===== config.mk =====
export PLATFORM = sky130hd
export DESIGN_NAME = bkg_acq_ctrl_flat
export DESIGN_NICKNAME = d
export VERILOG_FILES = /design/src/rtl/bkg_acq_ctrl_if.sv /design/src/rtl/bkg_acq_ctrl.sv /design/src/flat_wrapper.sv
export SDC_FILE = /design/constraint.sdc
export NUM_CORES = 1
export LEC_CHECK = 0
export CAP_MARGIN = 0
export CORE_ASPECT_RATIO = 1.2
export CORE_MARGIN = 2
export CORE_UTILIZATION = 50
export DETAILED_ROUTE_END_ITERATION = 12
export GPL_ROUTABILITY_DRIVEN = 0
export PLACE_DENSITY = 0.85
export SLEW_MARGIN = 40
export SYNTH_ARGS = -nofsm -noshare
export SYNTH_HDL_FRONTEND = slang
export SYNTH_SLANG_ARGS = --single-unit

===== constraint.sdc =====
create_clock -name clk_clk -period 5 [get_ports clk_clk]
set_input_delay 1.5 -clock clk_clk [delete_from_list [all_inputs] [get_ports clk_clk]]
set_output_delay 1.5 -clock clk_clk [all_outputs]
set_load 0.005 [all_outputs]

===== src/rtl/bkg_acq_ctrl_if.sv =====
// ============================================================================
//  Module   : bkg_acq_ctrl_if
//  Purpose  : Command, sample-stream, RAM-drive and status bundle for the
//             background-accumulation sequencer.
//  Revision : 1.0  initial release
// ============================================================================
`default_nettype none

interface bkg_acq_ctrl_if;
    // host commands
    logic        ctrl_enable;
    logic        ctrl_restart;
    // sensor sample stream
    logic        in_valid;
    logic        in_sof;
    logic        in_eof;
    logic [31:0] in_data;
    // background RAM drive
    logic        ram_enable;
    logic [26:0] ram_frame_id;
    logic [7:0]  ram_address;
    logic [31:0] ram_data;
    logic        ram_valid;
    // status
    logic [1:0]  st_state;
    logic [16:0] st_frames;
    logic        st_err_len;

    modport master (
        output ctrl_enable, ctrl_restart, in_valid, in_sof, in_eof, in_data,
        input  ram_enable, ram_frame_id, ram_address, ram_data, ram_valid,
        input  st_state, st_frames, st_err_len
    );

    modport slave (
        input  ctrl_enable, ctrl_restart, in_valid, in_sof, in_eof, in_data,
        output ram_enable, ram_frame_id, ram_address, ram_data, ram_valid,
        output st_state, st_frames, st_err_len
    );
endinterface

`default_nettype wire


===== src/rtl/bkg_acq_ctrl.sv =====
// ============================================================================
//  Module   : bkg_acq_ctrl
//  Purpose  : Sequences the background RAM through IDLE, CLEAR, TOTAL_FRAME
//             accumulation frames (ACCUM) and background output (READY).
//  Options  : BKG_ACQ_CTRL_LEN_CHECK_EN - enables the sticky frame-length
//             error and suppresses counting of mis-sized frames.
//  Revision : 1.0  initial release
// ============================================================================
`default_nettype none

module bkg_acq_ctrl #(
    parameter int TOTAL_FRAME = 4,
    parameter int CHANNELS    = 256
) (
    input  wire logic       clk_clk,
    input  wire logic       rst_reset,
    bkg_acq_ctrl_if.slave   bus
);

    localparam logic [1:0]  c_IDLE      = 2'd0;
    localparam logic [1:0]  c_CLEAR     = 2'd1;
    localparam logic [1:0]  c_ACCUM     = 2'd2;
    localparam logic [1:0]  c_READY     = 2'd3;
    localparam logic [8:0]  c_CH        = CHANNELS[8:0];
    localparam logic [8:0]  c_CH_LAST   = c_CH - 9'd1;
    localparam logic [16:0] c_TF        = TOTAL_FRAME[16:0];
    localparam logic [26:0] c_FID_READY = {10'd0, c_TF} + 27'd2;
`ifdef BKG_ACQ_CTRL_LEN_CHECK_EN
    localparam bit          c_LEN_CHECK = 1'b1;
`else
    localparam bit          c_LEN_CHECK = 1'b0;
`endif

    logic [1:0]  r_state, w_state_nxt;
    logic [8:0]  r_clr_addr, w_clr_nxt;
    logic [8:0]  r_idx, w_idx_nxt;
    logic        r_sync, w_sync_nxt;
    // An eof is counted one cycle late so that the eof write still carries the
    // frame id of the frame it belongs to.
    logic        r_pend, w_pend_nxt;
    logic [16:0] r_frames, w_frames_nxt;
    logic        r_err, w_err_nxt;
    logic [26:0] r_fid, w_fid_nxt;
    logic [7:0]  r_addr, w_addr_nxt;
    logic [31:0] r_data, w_data_nxt;
    logic        r_valid, w_valid_nxt;
    logic [8:0]  w_eff_idx;
    logic        w_err_ev;
    logic        w_len_ok;
    logic        w_cnt_done;

    assign w_cnt_done = r_pend && (r_state == c_ACCUM) && ((r_frames + 17'd1) == c_TF);

    // State register.
    always_ff @(posedge clk_clk or posedge rst_reset) begin
        if (rst_reset) r_state <= c_IDLE;
        else           r_state <= w_state_nxt;
    end

    // Next-state decode: disable beats restart beats stream progress.
    always_comb begin
        w_state_nxt = r_state;
        if (!bus.ctrl_enable) begin
            w_state_nxt = c_IDLE;
        end else if (bus.ctrl_restart) begin
            w_state_nxt = c_CLEAR;
        end else begin
            case (r_state)
                c_CLEAR: if (r_clr_addr == c_CH) w_state_nxt = c_ACCUM;
                c_ACCUM: if (w_cnt_done)         w_state_nxt = c_READY;
                default: ;
            endcase
        end
    end

    // Next values for the datapath and the registered RAM/status outputs.
    always_comb begin
        w_clr_nxt    = r_clr_addr;
        w_idx_nxt    = r_idx;
        w_sync_nxt   = r_sync;
        w_pend_nxt   = r_pend;
        w_frames_nxt = r_frames;
        w_err_nxt    = r_err;
        w_addr_nxt   = r_addr;
        w_data_nxt   = r_data;
        w_valid_nxt  = 1'b0;
        w_eff_idx    = r_idx;
        w_err_ev     = 1'b0;
        w_len_ok     = 1'b0;
        w_fid_nxt    = 27'd0;
        if (!bus.ctrl_enable) begin
            w_clr_nxt  = 9'd0;
            w_idx_nxt  = 9'd0;
            w_sync_nxt = 1'b0;
            w_pend_nxt = 1'b0;
            w_addr_nxt = 8'd0;
            w_data_nxt = 32'd0;
        end else if (bus.ctrl_restart) begin
            // first clear write (address 0) goes out together with the state
            w_clr_nxt    = 9'd1;
            w_idx_nxt    = 9'd0;
            w_sync_nxt   = 1'b0;
            w_pend_nxt   = 1'b0;
            w_frames_nxt = 17'd0;
            w_err_nxt    = 1'b0;
            w_addr_nxt   = 8'd0;
            w_data_nxt   = 32'd0;
            w_valid_nxt  = 1'b1;
        end else begin
            case (r_state)
                c_CLEAR: begin
                    if (r_clr_addr == c_CH) begin
                        w_clr_nxt    = 9'd0;
                        w_idx_nxt    = 9'd0;
                        w_sync_nxt   = 1'b0;
                        w_pend_nxt   = 1'b0;
                        w_frames_nxt = 17'd0;
                    end else begin
                        w_addr_nxt  = r_clr_addr[7:0];
                        w_data_nxt  = 32'd0;
                        w_valid_nxt = 1'b1;
                        w_clr_nxt   = r_clr_addr + 9'd1;
                    end
                end
                c_ACCUM, c_READY: begin
                    if (r_pend) begin
                        w_frames_nxt = r_frames + 17'd1;
                        w_pend_nxt   = 1'b0;
                    end
                    if (bus.in_valid && (r_sync || bus.in_sof)) begin
                        if (bus.in_sof) begin
                            w_eff_idx  = 9'd0;
                            w_sync_nxt = 1'b1;
                            if (r_sync && (r_idx != 9'd0)) w_err_ev = 1'b1;
                        end
                        if (w_eff_idx < c_CH) begin
                            w_addr_nxt  = w_eff_idx[7:0];
                            w_data_nxt  = bus.in_data;
                            w_valid_nxt = 1'b1;
                        end else begin
                            w_err_ev = 1'b1;
                        end
                        if (bus.in_eof) begin
                            w_len_ok  = (w_eff_idx == c_CH_LAST);
                            if (!w_len_ok) w_err_ev = 1'b1;
                            w_idx_nxt = 9'd0;
                            if ((r_state == c_ACCUM) && !w_cnt_done && (w_len_ok || !c_LEN_CHECK))
                                w_pend_nxt = 1'b1;
                        end else if (w_eff_idx < c_CH) begin
                            w_idx_nxt = w_eff_idx + 9'd1;
                        end else begin
                            w_idx_nxt = c_CH;
                        end
                    end
                end
                default: ;
            endcase
            w_err_nxt = r_err | (w_err_ev & c_LEN_CHECK);
        end
        // frame id follows the state that becomes visible with this write
        case (w_state_nxt)
            c_IDLE:  w_fid_nxt = 27'd0;
            c_CLEAR: w_fid_nxt = 27'd1;
            c_ACCUM: w_fid_nxt = {10'd0, w_frames_nxt} + 27'd2;
            default: w_fid_nxt = c_FID_READY;
        endcase
    end

    // Datapath and output registers.
    always_ff @(posedge clk_clk or posedge rst_reset) begin
        if (rst_reset) begin
            r_clr_addr <= 9'd0;
            r_idx      <= 9'd0;
            r_sync     <= 1'b0;
            r_pend     <= 1'b0;
            r_frames   <= 17'd0;
            r_err      <= 1'b0;
            r_fid      <= 27'd0;
            r_addr     <= 8'd0;
            r_data     <= 32'd0;
            r_valid    <= 1'b0;
        end else begin
            r_clr_addr <= w_clr_nxt;
            r_idx      <= w_idx_nxt;
            r_sync     <= w_sync_nxt;
            r_pend     <= w_pend_nxt;
            r_frames   <= w_frames_nxt;
            r_err      <= w_err_nxt;
            r_fid      <= w_fid_nxt;
            r_addr     <= w_addr_nxt;
            r_data     <= w_data_nxt;
            r_valid    <= w_valid_nxt;
        end
    end

    assign bus.ram_enable   = (r_state != c_IDLE);
    assign bus.ram_frame_id = r_fid;
    assign bus.ram_address  = r_addr;
    assign bus.ram_data     = r_data;
    assign bus.ram_valid    = r_valid;
    assign bus.st_state     = r_state;
    assign bus.st_frames    = r_frames;
    assign bus.st_err_len   = r_err;

endmodule

`default_nettype wire


===== src/flat_wrapper.sv =====
// flat-port wrapper written by rule: the top's interface ports become plain ports
module bkg_acq_ctrl_flat 
#(
    parameter int TOTAL_FRAME = 4,
    parameter int CHANNELS    = 256
)
  (clk_clk, rst_reset, bus_ctrl_enable, bus_ctrl_restart, bus_in_valid, bus_in_sof, bus_in_eof, bus_in_data, bus_ram_enable, bus_ram_frame_id, bus_ram_address, bus_ram_data, bus_ram_valid, bus_st_state, bus_st_frames, bus_st_err_len);
  bkg_acq_ctrl_if bus_i ();
  input  wire logic clk_clk;
  input  wire logic rst_reset;
  input wire logic [$bits(bus_i.ctrl_enable)-1:0] bus_ctrl_enable;
  input wire logic [$bits(bus_i.ctrl_restart)-1:0] bus_ctrl_restart;
  input wire logic [$bits(bus_i.in_valid)-1:0] bus_in_valid;
  input wire logic [$bits(bus_i.in_sof)-1:0] bus_in_sof;
  input wire logic [$bits(bus_i.in_eof)-1:0] bus_in_eof;
  input wire logic [$bits(bus_i.in_data)-1:0] bus_in_data;
  output wire logic [$bits(bus_i.ram_enable)-1:0] bus_ram_enable;
  output wire logic [$bits(bus_i.ram_frame_id)-1:0] bus_ram_frame_id;
  output wire logic [$bits(bus_i.ram_address)-1:0] bus_ram_address;
  output wire logic [$bits(bus_i.ram_data)-1:0] bus_ram_data;
  output wire logic [$bits(bus_i.ram_valid)-1:0] bus_ram_valid;
  output wire logic [$bits(bus_i.st_state)-1:0] bus_st_state;
  output wire logic [$bits(bus_i.st_frames)-1:0] bus_st_frames;
  output wire logic [$bits(bus_i.st_err_len)-1:0] bus_st_err_len;
  assign bus_i.ctrl_enable = bus_ctrl_enable;
  assign bus_i.ctrl_restart = bus_ctrl_restart;
  assign bus_i.in_valid = bus_in_valid;
  assign bus_i.in_sof = bus_in_sof;
  assign bus_i.in_eof = bus_in_eof;
  assign bus_i.in_data = bus_in_data;
  assign bus_ram_enable = bus_i.ram_enable;
  assign bus_ram_frame_id = bus_i.ram_frame_id;
  assign bus_ram_address = bus_i.ram_address;
  assign bus_ram_data = bus_i.ram_data;
  assign bus_ram_valid = bus_i.ram_valid;
  assign bus_st_state = bus_i.st_state;
  assign bus_st_frames = bus_i.st_frames;
  assign bus_st_err_len = bus_i.st_err_len;
  bkg_acq_ctrl #(.TOTAL_FRAME(TOTAL_FRAME), .CHANNELS(CHANNELS)) u_core (.clk_clk(clk_clk), .rst_reset(rst_reset), .bus(bus_i));
endmodule

* Word level (Yosys, flattened, before mapping)
Index checks and enable logic that the tools add are counted. W data, S select, Z words.
Operators by class: add/subtract/negate cells 4, multiply operators 0, divide/modulo/power cells 0, order comparisons 1, equal/unequal tests 14, shift-type cells 0, mux-type cells 57, bitwise gates (word level) 0, reduce and logical (&&, ||, !) cells 13
Operators with widths (count):
- $mux W32 | 5
- $mux W9 | 15
- $pmux W27 S3 | 1
- $mux W17 | 4
- $pmux W32 S2 | 1
- $mux W8 | 5
- $pmux W17 S2 | 1
- $add A17 B2 Y18 const B | 1
- $add A9 B1 Y9 const B | 2
- $pmux W9 S2 | 1
- $add A17 B1 Y17 const B | 1
- $eq A17 B3 Y1 const B | 1
- $pmux W8 S2 | 1
- $mux W1 | 15
- $ne A4 B3 Y1 const B | 3
- $eq A9 B9 Y1 const B | 1
- $lt A9 B9 Y1 const B | 1
- $mux W2 | 4
- $ne A4 B4 Y1 const B | 2
- $reduce_and A4 Y1 | 2
- $eq A2 B2 Y1 const B | 3
- $pmux W1 S2 | 3
- $eq A2 B1 Y1 const B | 2
- $logic_and A1 B1 Y1 | 4
- other kinds (10) | 10
Storage, ports and cells: flip-flop bits (word level) 107, latch bits 0, memory bits (writable) 0, bits in read-only memories 0, input bits 39, output and inout bits 89, logic and storage cells 99, memories 0

* Depth between registers and ports, before layout
Gate-level depths: netlist of run 1.
word-level depth 13, depth in mapped cells 14, mapped depth without buffers 13

* Worst setup path before layout of run 1
OpenSTA, ideal clock, no wires.
path kind input to register, start point in bus_ctrl_restart, end point reg u_core.r_fid[15] (netlist: u_core.bus.ram_frame_id[15]), setup time 0.077 ns, data arrival time 3.829 ns, data required time 4.923 ns, path slack 1.094 ns, cell stages on the path 11, path buffers 1, cells stage by stage buf_2 > and2b_1 > nand2_1 > o211a_1 > a21boi_0 > or2_2 > ha_1 > nand3_1 > or3_1 > or3_1 > a21oi_1
Between the ends: word-level cells in the longest chain between the ends 4, elaborated cells on any way between the ends 9, classes of those cells add/sub (1); eq/ne (2); mux (5); reduce/logical (1)
Ends and longest elaborated chain:
- start, declared | line flat_wrapper.sv:12 | input wire logic [$bits(bus_i.ctrl_restart)-1:0] bus_ctrl_restart;
- $mux W17 | line bkg_acq_ctrl.sv:98 | end else if (bus.ctrl_restart) begin
- $mux W17 | line bkg_acq_ctrl.sv:91 | if (!bus.ctrl_enable) begin
- net u_core.w_frames_nxt[2] | line bkg_acq_ctrl.sv:41 | logic [16:0] r_frames, w_frames_nxt;
- $add A17 B2 Y18 | line bkg_acq_ctrl.sv:164 | c_ACCUM: w_fid_nxt = {10'd0, w_frames_nxt} + 27'd2;
- $pmux W27 S3 | line bkg_acq_ctrl.sv:161 | case (w_state_nxt)
- net u_core.w_fid_nxt[15] | line bkg_acq_ctrl.sv:43 | logic [26:0] r_fid, w_fid_nxt;
- end signal, assigned | line bkg_acq_ctrl.sv:189 | r_fid <= w_fid_nxt;
- end, declared | line bkg_acq_ctrl.sv:43
The timed path passes the listed nets, and every way through them passes these cells. A chain may end at the register's enable or synchronous reset.

* Worst setup path in the final report of run 1
Ends and elaborated chain as after synthesis.

==> flow_summary.toml, run 1 <==
[run_status]
status = "finished, final reports clean"

[detailed_routing]
avgViaCountPerCell = 6.07
first_iter_violations = 356
drc = 0
num_vias = 4893
routedWlPerCell_um = 17.9
totalWireLength_um = 14400
dr.pass1.iters = 5
ant_nets = 0

[synth]
seq_area_frac_synth_pct = 45.6
synth-edff-count = 0
async_flop_share_pct = 100
synthesis.area_um2 = 5380
yosysWarnings = 0
syn_inst = 564
synth_seq_cells = 98
synth_cell_type_count = 74
synthFlopType = "dfrtp_1"
avgSynthCellArea_um2 = 9.54

[power_and_ir_drop]
leakagePower_nw = 2.92
swShare_pct = 22.4
p_per_area_nw_per_um2 = 233
peakVddDrop_uv = 141
pwr-share-seq_pct = 49.7
combPwrFrac_pct = 7.5
total_power_mw = 1.61
clkPwrFrac_pct = 42.8
switching_power_mw = 0.361
intPower_mw = 1.25

[grt]
antenna_found_initial = 0
grt.overflow.total = 0
grt_usage_pct = 25.2
met2_usage_pct = 42.4
grt_max_degree = 35
grt_pass1_wl_um = 23700
grt_util_met3_pct = 4.45
use_met1_pct = 31.6
grt_pass1_vias = 4824
grt_busiest_layer = "met2"

[clock_network]
clk_latency_ns = 0.34
hold_buffers = 0
root_buffer = "clkbuf_16"
numCtsBuffers = 9
cts_tree = "built"
cts.path.max_buffers = 2
cts_num_sinks = 98
cts-resized-gates = 0
cts_setup_buffers = 0
htreeDepth = 3
clk_pin_slew_ns = 0.07

[worst_setup_path]
r2r_end = "u_core.bus.ram_frame_id[17]$_DFF_PP0_"
r2r_cells = 9
start_kind = "input pin"
cp_slowest_stage_delay_ns = 0.43
end_kind = "flip-flop"
crit_chain = "clkdlybuf4s50_1, and2b_1, o211ai_2, o211a_1, a21boi_0, or2_2, ha_1, nand3_1, or3_1, or3_1, a21oi_1"
arrival_ns = 4.50
crit_start = "bus_ctrl_restart"
cp_max_fo = 8
rrSetupSlack_ns = 1.18
cp_slowest_cell = "clkdlybuf4s50_1"
r2r_start = "u_core.bus.st_frames[0]$_DFF_PP0_"
crit_path_end = "u_core.bus.ram_frame_id[15]$_DFF_PP0_"
crit_required_ns = 5.26
crit_type = "input pin to flip-flop"
cpMostUsedCell = "or3_1"

[floorplanning]
std_cell_rows = 41
core_area_um2 = 10500
die_height_um = 118
die_w_um = 98.7
dieArea_um2 = 11600
initial_core_util_pct = 51.1
io_pins = 128

[cells_and_area]
multi_input_area_um2 = 2670
nNetsFinal = 723
fin_cells = 806
antenna_cells = 0
final_cell_mix = "clkdlybuf4s50_1, dfrtp_1, nor2_1"
drive_gt1_share_pct = 8.57
regArea_um2 = 2450
areaGrowthSynthToFinish_pct = 28.4
fillers = 839
layout_commonest_cell = "clkdlybuf4s50_1"

[sta]
period_minus_slack_ns = 4.25
finalSetupViolCount = 0
worst_slew_pin_slew_ns = 0.757
fin_skew_ns = 0.00769
fin_ws_ns = 0.753
slew_violations = 0
rsz0062_at_grt = "no"
finalHoldViolCount = 0
fin_tns_setup_ns = 0
relSlewSlack_pct = 49.4
fmax_mhz = 235
post-route-period-util_pct = 84.9

[run]
drv_cap = 0

[min_path]
hp-class = "flip-flop to flip-flop"

[placement]
dp_slack_ns = 0.491
placedCellCount = 790
dp_hpwl_um = 10500
port_buffers = 117
## registers in the layout (all words and copies together), names as in the netlist
signal and flops:
u_core.bus.ram_frame_id 18, u_core.bus.st_frames 17, u_core.r_sync 1, u_core.r_idx 9
u_core.bus.ram_data 32, u_core.r_clr_addr 9, u_core.r_pend 1, u_core.bus.st_state 2
u_core.bus.ram_valid 1, u_core.bus.ram_address 8
## area by class of cell
type	instances	share of cell area [%]
Timing Repair Buffer	127	18.0
Clock inverter	4	0.742
Tap cell	129	2.34
Inverter	21	1.16
Multi-Input combinational cell	415	38.7
Clock buffer	12	3.57
Sequential cell	98	35.5
## through the flow
| stage | hold WS, ns | area (um2) | utilization [%] |
|---|---|---|---|
| 2_1_floorplan | 0.443 | 5410 | - |
| 3_3_place_gp | 0.462 | 6610 | 62.8 |
| 3_5_place_dp | 0.481 | 6610 | 62.8 |
| 4_1_cts | 0.495 | 6910 | 65.7 |
| 5_1_grt | 0.524 | 6910 | 65.7 |
| 6_report | 0.492 | 6910 | 65.7 |
## critical path, delay by kind of cell
kind,cells,cell delay (ns)
fa+ha+maj,1,0.26
compound gates,4,0.90
buf+inv,1,0.43
simple gates,5,1.41
## synth_stat cells, types with 3 or more instances
cell type / count / share of area (%)
nor4_2: 3 / 0.70
clkbuf_1: 17 / 1.2
xnor2_1: 9 / 1.5
a211oi_1: 6 / 0.84
o211a_1: 3 / 0.56
nand4_1: 15 / 1.7
a22o_1: 38 / 6.2
o21ai_0: 40 / 3.7
buf_2: 6 / 0.56
mux2i_1: 4 / 0.74
nand3_1: 19 / 1.8
o31ai_1: 3 / 0.42
xor2_1: 6 / 0.98
nor3b_1: 3 / 0.42
nor3_1: 12 / 1.1
nand2b_1: 5 / 0.58
a21oi_1: 19 / 1.8
or2_2: 3 / 0.35
nor3_2: 3 / 0.56
nor4_1: 4 / 0.47
nand2_1: 45 / 3.1
o21ai_1: 5 / 0.47
nor2_1: 64 / 4.5
nor2b_1: 6 / 0.70
dfrtp_1: 98 / 46
a31oi_1: 10 / 1.2
or3_1: 6 / 0.70
and3_1: 12 / 1.4
o21a_1: 3 / 0.42
ha_1: 12 / 2.8
buf_4: 15 / 2.1
inv_1: 20 / 1.4
a311oi_1: 3 / 0.49
## how the worst min path moves through the flow
stage                                     start                               end  depth (start not counted)
3_5_place_dp        u_core.r_idx[5]$_DFFE_PP0P_       u_core.r_idx[5]$_DFFE_PP0P_                          1
4_1_cts             u_core.r_idx[5]$_DFFE_PP0P_       u_core.r_idx[5]$_DFFE_PP0P_                          1
3_3_place_gp   u_core.r_clr_addr[8]$_DFFE_PP0P_  u_core.r_clr_addr[8]$_DFFE_PP0P_                          1
2_1_floorplan  u_core.r_clr_addr[8]$_DFFE_PP0P_  u_core.r_clr_addr[8]$_DFFE_PP0P_                          1
5_1_grt             u_core.r_idx[1]$_DFFE_PP0P_       u_core.r_idx[1]$_DFFE_PP0P_                          1
6_report            u_core.r_idx[5]$_DFFE_PP0P_       u_core.r_idx[5]$_DFFE_PP0P_                          1
## power groups by stage
stage / Sequential [mW] / Combinational, mW / Clock, mW
2_1_floorplan: 0.816 / 0.0638 / 0
3_3_place_gp: 0.816 / 0.117 / 0
3_5_place_dp: 0.817 / 0.120 / 0
4_1_cts: 0.802 / 0.122 / 0.706
5_1_grt: 0.802 / 0.134 / 0.743
6_report: 0.802 / 0.121 / 0.690
## kinds of logic (layout without fill, tap and decap cells)
family | Yosys count | count (layout) | synth area share [%]
compound gates | 159 | 159 | 21.8
xor+xnor | 15 | 15 | 2.44
fa+ha+maj | 12 | 12 | 2.79
buf+inv | 60 | 164 | 5.51
flops | 98 | 98 | 45.6
mux | 6 | 6 | 1.16
other cells | 1 | 10 | 0.0697
simple gates | 213 | 213 | 20.6
## per-layer routing
layer,share of wire (%),wire length (um)
met1,38,5520
met2,52,7420
met3,7.1,1030
met4,3.0,427
met5,0,0
Note: power is estimated with default switching activity, not from simulation.
==> inputs of run 2 (changes only) <==
--- a/config.mk
+++ b/config.mk
@@ -8,10 +8,10 @@
 export CAP_MARGIN = 0
 export CORE_ASPECT_RATIO = 1.2
 export CORE_MARGIN = 2
-export CORE_UTILIZATION = 50
+export CORE_UTILIZATION = 46
 export DETAILED_ROUTE_END_ITERATION = 12
 export GPL_ROUTABILITY_DRIVEN = 0
-export PLACE_DENSITY = 0.85
+export PLACE_DENSITY = 0.83
 export SLEW_MARGIN = 40
 export SYNTH_ARGS = -nofsm -noshare
 export SYNTH_HDL_FRONTEND = slang
==> constraint.sdc (replaced) <==
create_clock -name clk_clk -period 3.5 [get_ports clk_clk]
set_input_delay 1.05 -clock clk_clk [delete_from_list [all_inputs] [get_ports clk_clk]]
set_output_delay 1.05 -clock clk_clk [all_outputs]
set_load 0.005 [all_outputs]
==> run 2 against run 1 <==
Net effect: sequential power up 42%; register-to-register slack worse by 0.81 ns; sequential share of layout area down 2.0 points; largest cell class unchanged.
==> flow_summary.toml, run 2 (synthesis results as in run 1) <==
[floorplanning]
initial_core_util_pct = 46.9
dieArea_um2 = 12600
core_area_um2 = 11500
die_w_um = 103
die_height_um = 122
std_cell_rows = 43
io_pins = 128

[cells_and_area]
final_cell_mix = "clkdlybuf4s50_1, dfrtp_1, nor2_1"
nNetsFinal = 765
stdcell_area_um2 = 7310
layout_commonest_cell = "clkdlybuf4s50_1"
largest_register_ffs = 32
antenna_cells = 0
areaGrowthSynthToFinish_pct = 36.0
fin_cells = 876
drive_gt1_share_pct = 14.3
fillers = 922
finish.utilization_pct = 63.8

[clock_network]
numCtsBuffers = 9
htreeDepth = 3
cts_num_sinks = 98
cts.path.max_buffers = 2
clk_pin_slew_ns = 0.07
cts_tree = "built"
cts_setup_buffers = 0
clk_latency_ns = 0.35
root_buffer = "clkbuf_16"

[worst_setup_path]
crit_required_ns = 3.77
end_kind = "flip-flop"
start_kind = "input pin"
cp_slowest_cell = "clkdlybuf4s50_1"
arrival_ns = 3.59
crit_type = "input pin to flip-flop"
cpMostUsedCell = "or3_1"
cp_max_fo = 4
crit_chain = "clkdlybuf4s50_1, and2b_1, nand2_1, o211a_1, a21boi_0, or2_2, ha_1, nand3_1, or3_1, or3_1, a21oi_1"
cp_slowest_stage_delay_ns = 0.53
rrSetupSlack_ns = 0.37

[detailed_routing]
routedWlPerCell_um = 17.3
drc = 0
totalWireLength_um = 15100
avgViaCountPerCell = 5.77
first_iter_violations = 284
dr.pass1.iters = 4
num_vias = 5051
ant_nets = 0

[sta]
worst_slew_pin_slew_ns = 0.759
finalSetupViolCount = 0
finalHoldViolCount = 0
fmax_mhz = 301
post-route-period-util_pct = 94.8
fin_skew_ns = 0.0131
slew_violations = 0
relSlewSlack_pct = 49.3
fin_ws_ns = 0.180
period_minus_slack_ns = 3.32
rsz0062_at_grt = "no"

[grt]
antenna_found_initial = 0
grt_pass1_vias = 4986
grt_usage_pct = 24.4
grt_pass1_wl_um = 24300
grt.overflow.total = 0
grt_max_degree = 33

[power_and_ir_drop]
switching_power_mw = 0.555
pwr-share-seq_pct = 47.4
intPower_mw = 1.86
combPwrFrac_pct = 7.8
p_per_area_nw_per_um2 = 330
peakVddDrop_uv = 249
clkPwrFrac_pct = 44.8
total_power_mw = 2.41
leakagePower_nw = 3.14
swShare_pct = 23.0

[run_status]
status = "finished, final reports clean"

[placement]
port_buffers = 117
placed_area_um2 = 6980
placedCellCount = 860
dp_hpwl_um = 11300
dp_slack_ns = -0.151

[min_path]
hp-class = "flip-flop to flip-flop"

[run]
drv_cap = 0
## run 2: cell count changes in the layout (fill, tap and decap cells not counted), sizes merged
cell    change
clkbuf      -3
clkinv      -1
buf        +42
inv         +3
bufinv      +1
## run 2: critical path, delay by kind of cell
family | cells | cell delay, ns
compound gates | 3 | 0.57
fa+ha+maj | 1 | 0.17
buf+inv | 1 | 0.53
simple gates | 6 | 1.27
## run 2: area by class of cell
class,count,area [um2],area share (%)
flip-flops and latches,98,2450,33.5
well taps,157,196,2.69
repair buffers,169,1570,21.5
inverters,21,82.6,1.13
clock buffers,9,225,3.08
clock inverters,7,98.8,1.35
multi-input cells,415,2690,36.7
## run 2: per-layer routing
metal,share of wire [%],vias up,wire length [um],track usage (%)
met5,0,-,0,0
met4,3.1,0,467,11.1
met3,5.6,39,845,3.82
met2,52,223,7930,41.6
met1,39,2461,5870,30.2
li1,-,2328,-,-
## run 2: power by group through the flow
stage	registers [mW]	clock network, mW	logic [mW]
finish	1.14	1.08	0.188
CTS	1.14	1.11	0.189
detailed placement	1.17	0	0.187
global route	1.14	1.15	0.206
global placement	1.17	0	0.181
floorplan	1.17	0	0.0913
## run 2: path summary, 6_finish.rpt
| path | from | to | depth (start not counted) |
|---|---|---|---|
| setup / recovery | bus_ctrl_enable | u_core.bus.ram_frame_id[15]$_DFF_PP0_ | 11 |
| hold / removal | u_core.r_sync$_DFFE_PP0P_ | u_core.r_sync$_DFFE_PP0P_ | 2 |
| setup reg to reg | u_core.bus.st_frames[7]$_DFF_PP0_ | u_core.bus.ram_frame_id[11]$_DFF_PP0_ | 10 |
| min in group asynchronous | rst_reset | u_core.bus.ram_data[21]$_DFFE_PP0P_ | 2 |
| max in group asynchronous | rst_reset | u_core.bus.st_frames[4]$_DFF_PP0_ | 3 |
| hold reg to reg | u_core.r_sync$_DFFE_PP0P_ | u_core.r_sync$_DFFE_PP0P_ | 2 |
## run 2: through the flow
stage	hold slack [ns]	setup TNS (ns)
3_5_place_dp	0.483	-0.440
2_1_floorplan	0.443	0
3_3_place_gp	0.468	-0.0966
6_report	0.495	0
5_1_grt	0.520	0
4_1_cts	0.498	0
## run 2: repair_timing
action / CTS / global route
gates resized for setup: 0 / 2
setup endpoints to repair: 0 / 2
hold buffers: 0 / 0
==> inputs of run 3 (changes only) <==
--- a/config.mk
+++ b/config.mk
@@ -11,7 +11,9 @@
 export CORE_UTILIZATION = 46
 export DETAILED_ROUTE_END_ITERATION = 12
 export GPL_ROUTABILITY_DRIVEN = 0
+export MAX_ROUTING_LAYER = met4
 export PLACE_DENSITY = 0.83
+export REMOVE_ABC_BUFFERS = 1
 export SLEW_MARGIN = 40
 export SYNTH_ARGS = -nofsm -noshare
 export SYNTH_HDL_FRONTEND = slang
==> run 3 against run 2 <==
Net effect: sequential cell count unchanged; core utilization rose by 0.055 points; largest cell class unchanged; power is 4.2% lower; clock-buffer cell count increased by 1; clock power shrank 9.5%; critical path type unchanged; critical endpoint unchanged.
==> flow_summary.toml, run 3 (synthesis results as in run 1) <==
[sta]
post-route-period-util_pct = 94.6
worst_slew_pin_slew_ns = 0.745
fmax_mhz = 302
period_minus_slack_ns = 3.31
finalSetupViolCount = 0
fin_skew_ns = 0.00996
finalHoldViolCount = 0
relSlewSlack_pct = 50.2
slew_violations = 0
rsz0062_at_grt = "no"

[grt]
grt_pass1_wl_um = 24000
grt_pass1_vias = 4927
grt_max_degree = 55
grt_usage_pct = 25.1
antenna_found_initial = 0
grt.overflow.total = 0

[detailed_routing]
dr.pass1.iters = 5
avgViaCountPerCell = 5.79
ant_nets = 0
first_iter_violations = 315
num_vias = 5098
drc = 0
totalWireLength_um = 15200
routedWlPerCell_um = 17.2

[clock_network]
numCtsBuffers = 9
cts_setup_buffers = 0
cts-resized-gates = 0
clk_latency_ns = 0.35
htreeDepth = 3
clk_pin_slew_ns = 0.07
cts_tree = "built"
root_buffer = "clkbuf_16"
cts.path.max_buffers = 2
cts_num_sinks = 98
hold_buffers = 0

[worst_setup_path]
crit_type = "input pin to flip-flop"
cp_max_fo = 5
start_kind = "input pin"
arrival_ns = 3.58
crit_required_ns = 3.77
end_kind = "flip-flop"
rrSetupSlack_ns = 0.30

[floorplanning]
core_area_um2 = 11500
die_height_um = 122
die_w_um = 103
dieArea_um2 = 12600
std_cell_rows = 43
initial_core_util_pct = 46.9
io_pins = 128

[cells_and_area]
antenna_cells = 0
areaGrowthSynthToFinish_pct = 36.1
fin_cells = 881
nNetsFinal = 770
stdcell_area_um2 = 7320
largest_register_ffs = 32
final_cell_mix = "clkdlybuf4s50_1, dfrtp_1, nor2_1"
fillers = 912
drive_gt1_share_pct = 14.6
layout_commonest_cell = "clkdlybuf4s50_1"

[run]
drv_cap = 0

[min_path]
hp-class = "flip-flop to flip-flop"

[power_and_ir_drop]
leakagePower_nw = 3.16
p_per_area_nw_per_um2 = 316
peakVddDrop_uv = 230

[placement]
placed_area_um2 = 7030
placedCellCount = 865
dp_hpwl_um = 11400
port_buffers = 117

[run_status]
status = "finished, final reports clean"
-- run 3: final timing paths --
kind,to,startpoint,cells after the start
worst max register to register,u_core.bus.ram_frame_id[9]$_DFF_PP0_,u_core.bus.st_frames[8]$_DFF_PP0_,9
worst min-delay path,u_core.r_idx[5]$_DFFE_PP0P_,u_core.r_idx[5]$_DFFE_PP0P_,1
worst max-delay path,u_core.bus.ram_frame_id[15]$_DFF_PP0_,bus_ctrl_enable,10
min in group asynchronous,u_core.bus.ram_data[31]$_DFFE_PP0P_,rst_reset,2
max in group asynchronous,u_core.bus.ram_data[11]$_DFFE_PP0P_,rst_reset,3
worst min register to register,u_core.r_idx[5]$_DFFE_PP0P_,u_core.r_idx[5]$_DFFE_PP0P_,1
-- run 3: power breakdown --
part           total, mW  internal (mW)  switching, mW
combinational      0.192         0.0878          0.104
sequential          1.14           1.14        0.00614
clock              0.977          0.516          0.461
total               2.31           1.74          0.571
-- run 3: cell type report --
class	instances	area [um2]	area share (%)
inverters	21	81.3	1.11
repair buffers	174	1620	22.2
clock buffers	10	239	3.26
multi-input cells	415	2670	36.5
clock inverters	6	53.8	0.735
flip-flops and latches	98	2450	33.5
well taps	157	196	2.68
-- run 3: metal layers --
layer | part of all wire, % | track usage, %
met1 | 38 | 29.9
met2 | 52 | 41.9
met3 | 6.8 | 3.59
met4 | 3.0 | 11.6
met5 | 0 | -
-- run 3: per-stage QoR --
stage	setup slack, ns	TNS [ns]	power [mW]	hold WS [ns]	util [%]
final	0.190	0	2.31	0.495	63.9
after global routing	0.0334	0	2.40	0.508	63.9
after CTS	0.168	0	2.33	0.489	63.9
after detailed placement	-0.185	-0.486	1.36	0.474	61.3
after global placement	-0.0536	-0.0536	1.35	0.466	61.3
after floorplan	-0.112	-10.98	1.24	0.443	-
-- run 3: critical path: stages --
cell,delay [ns]
clkdlybuf4s50_1,0.52
and2b_1,0.25
buf_4,0.16
nand3_1,0.20
nor3b_1,0.26
a221o_1,0.21
o211ai_4,0.10
or3_1,0.39
or3_1,0.31
a21oi_1,0.14
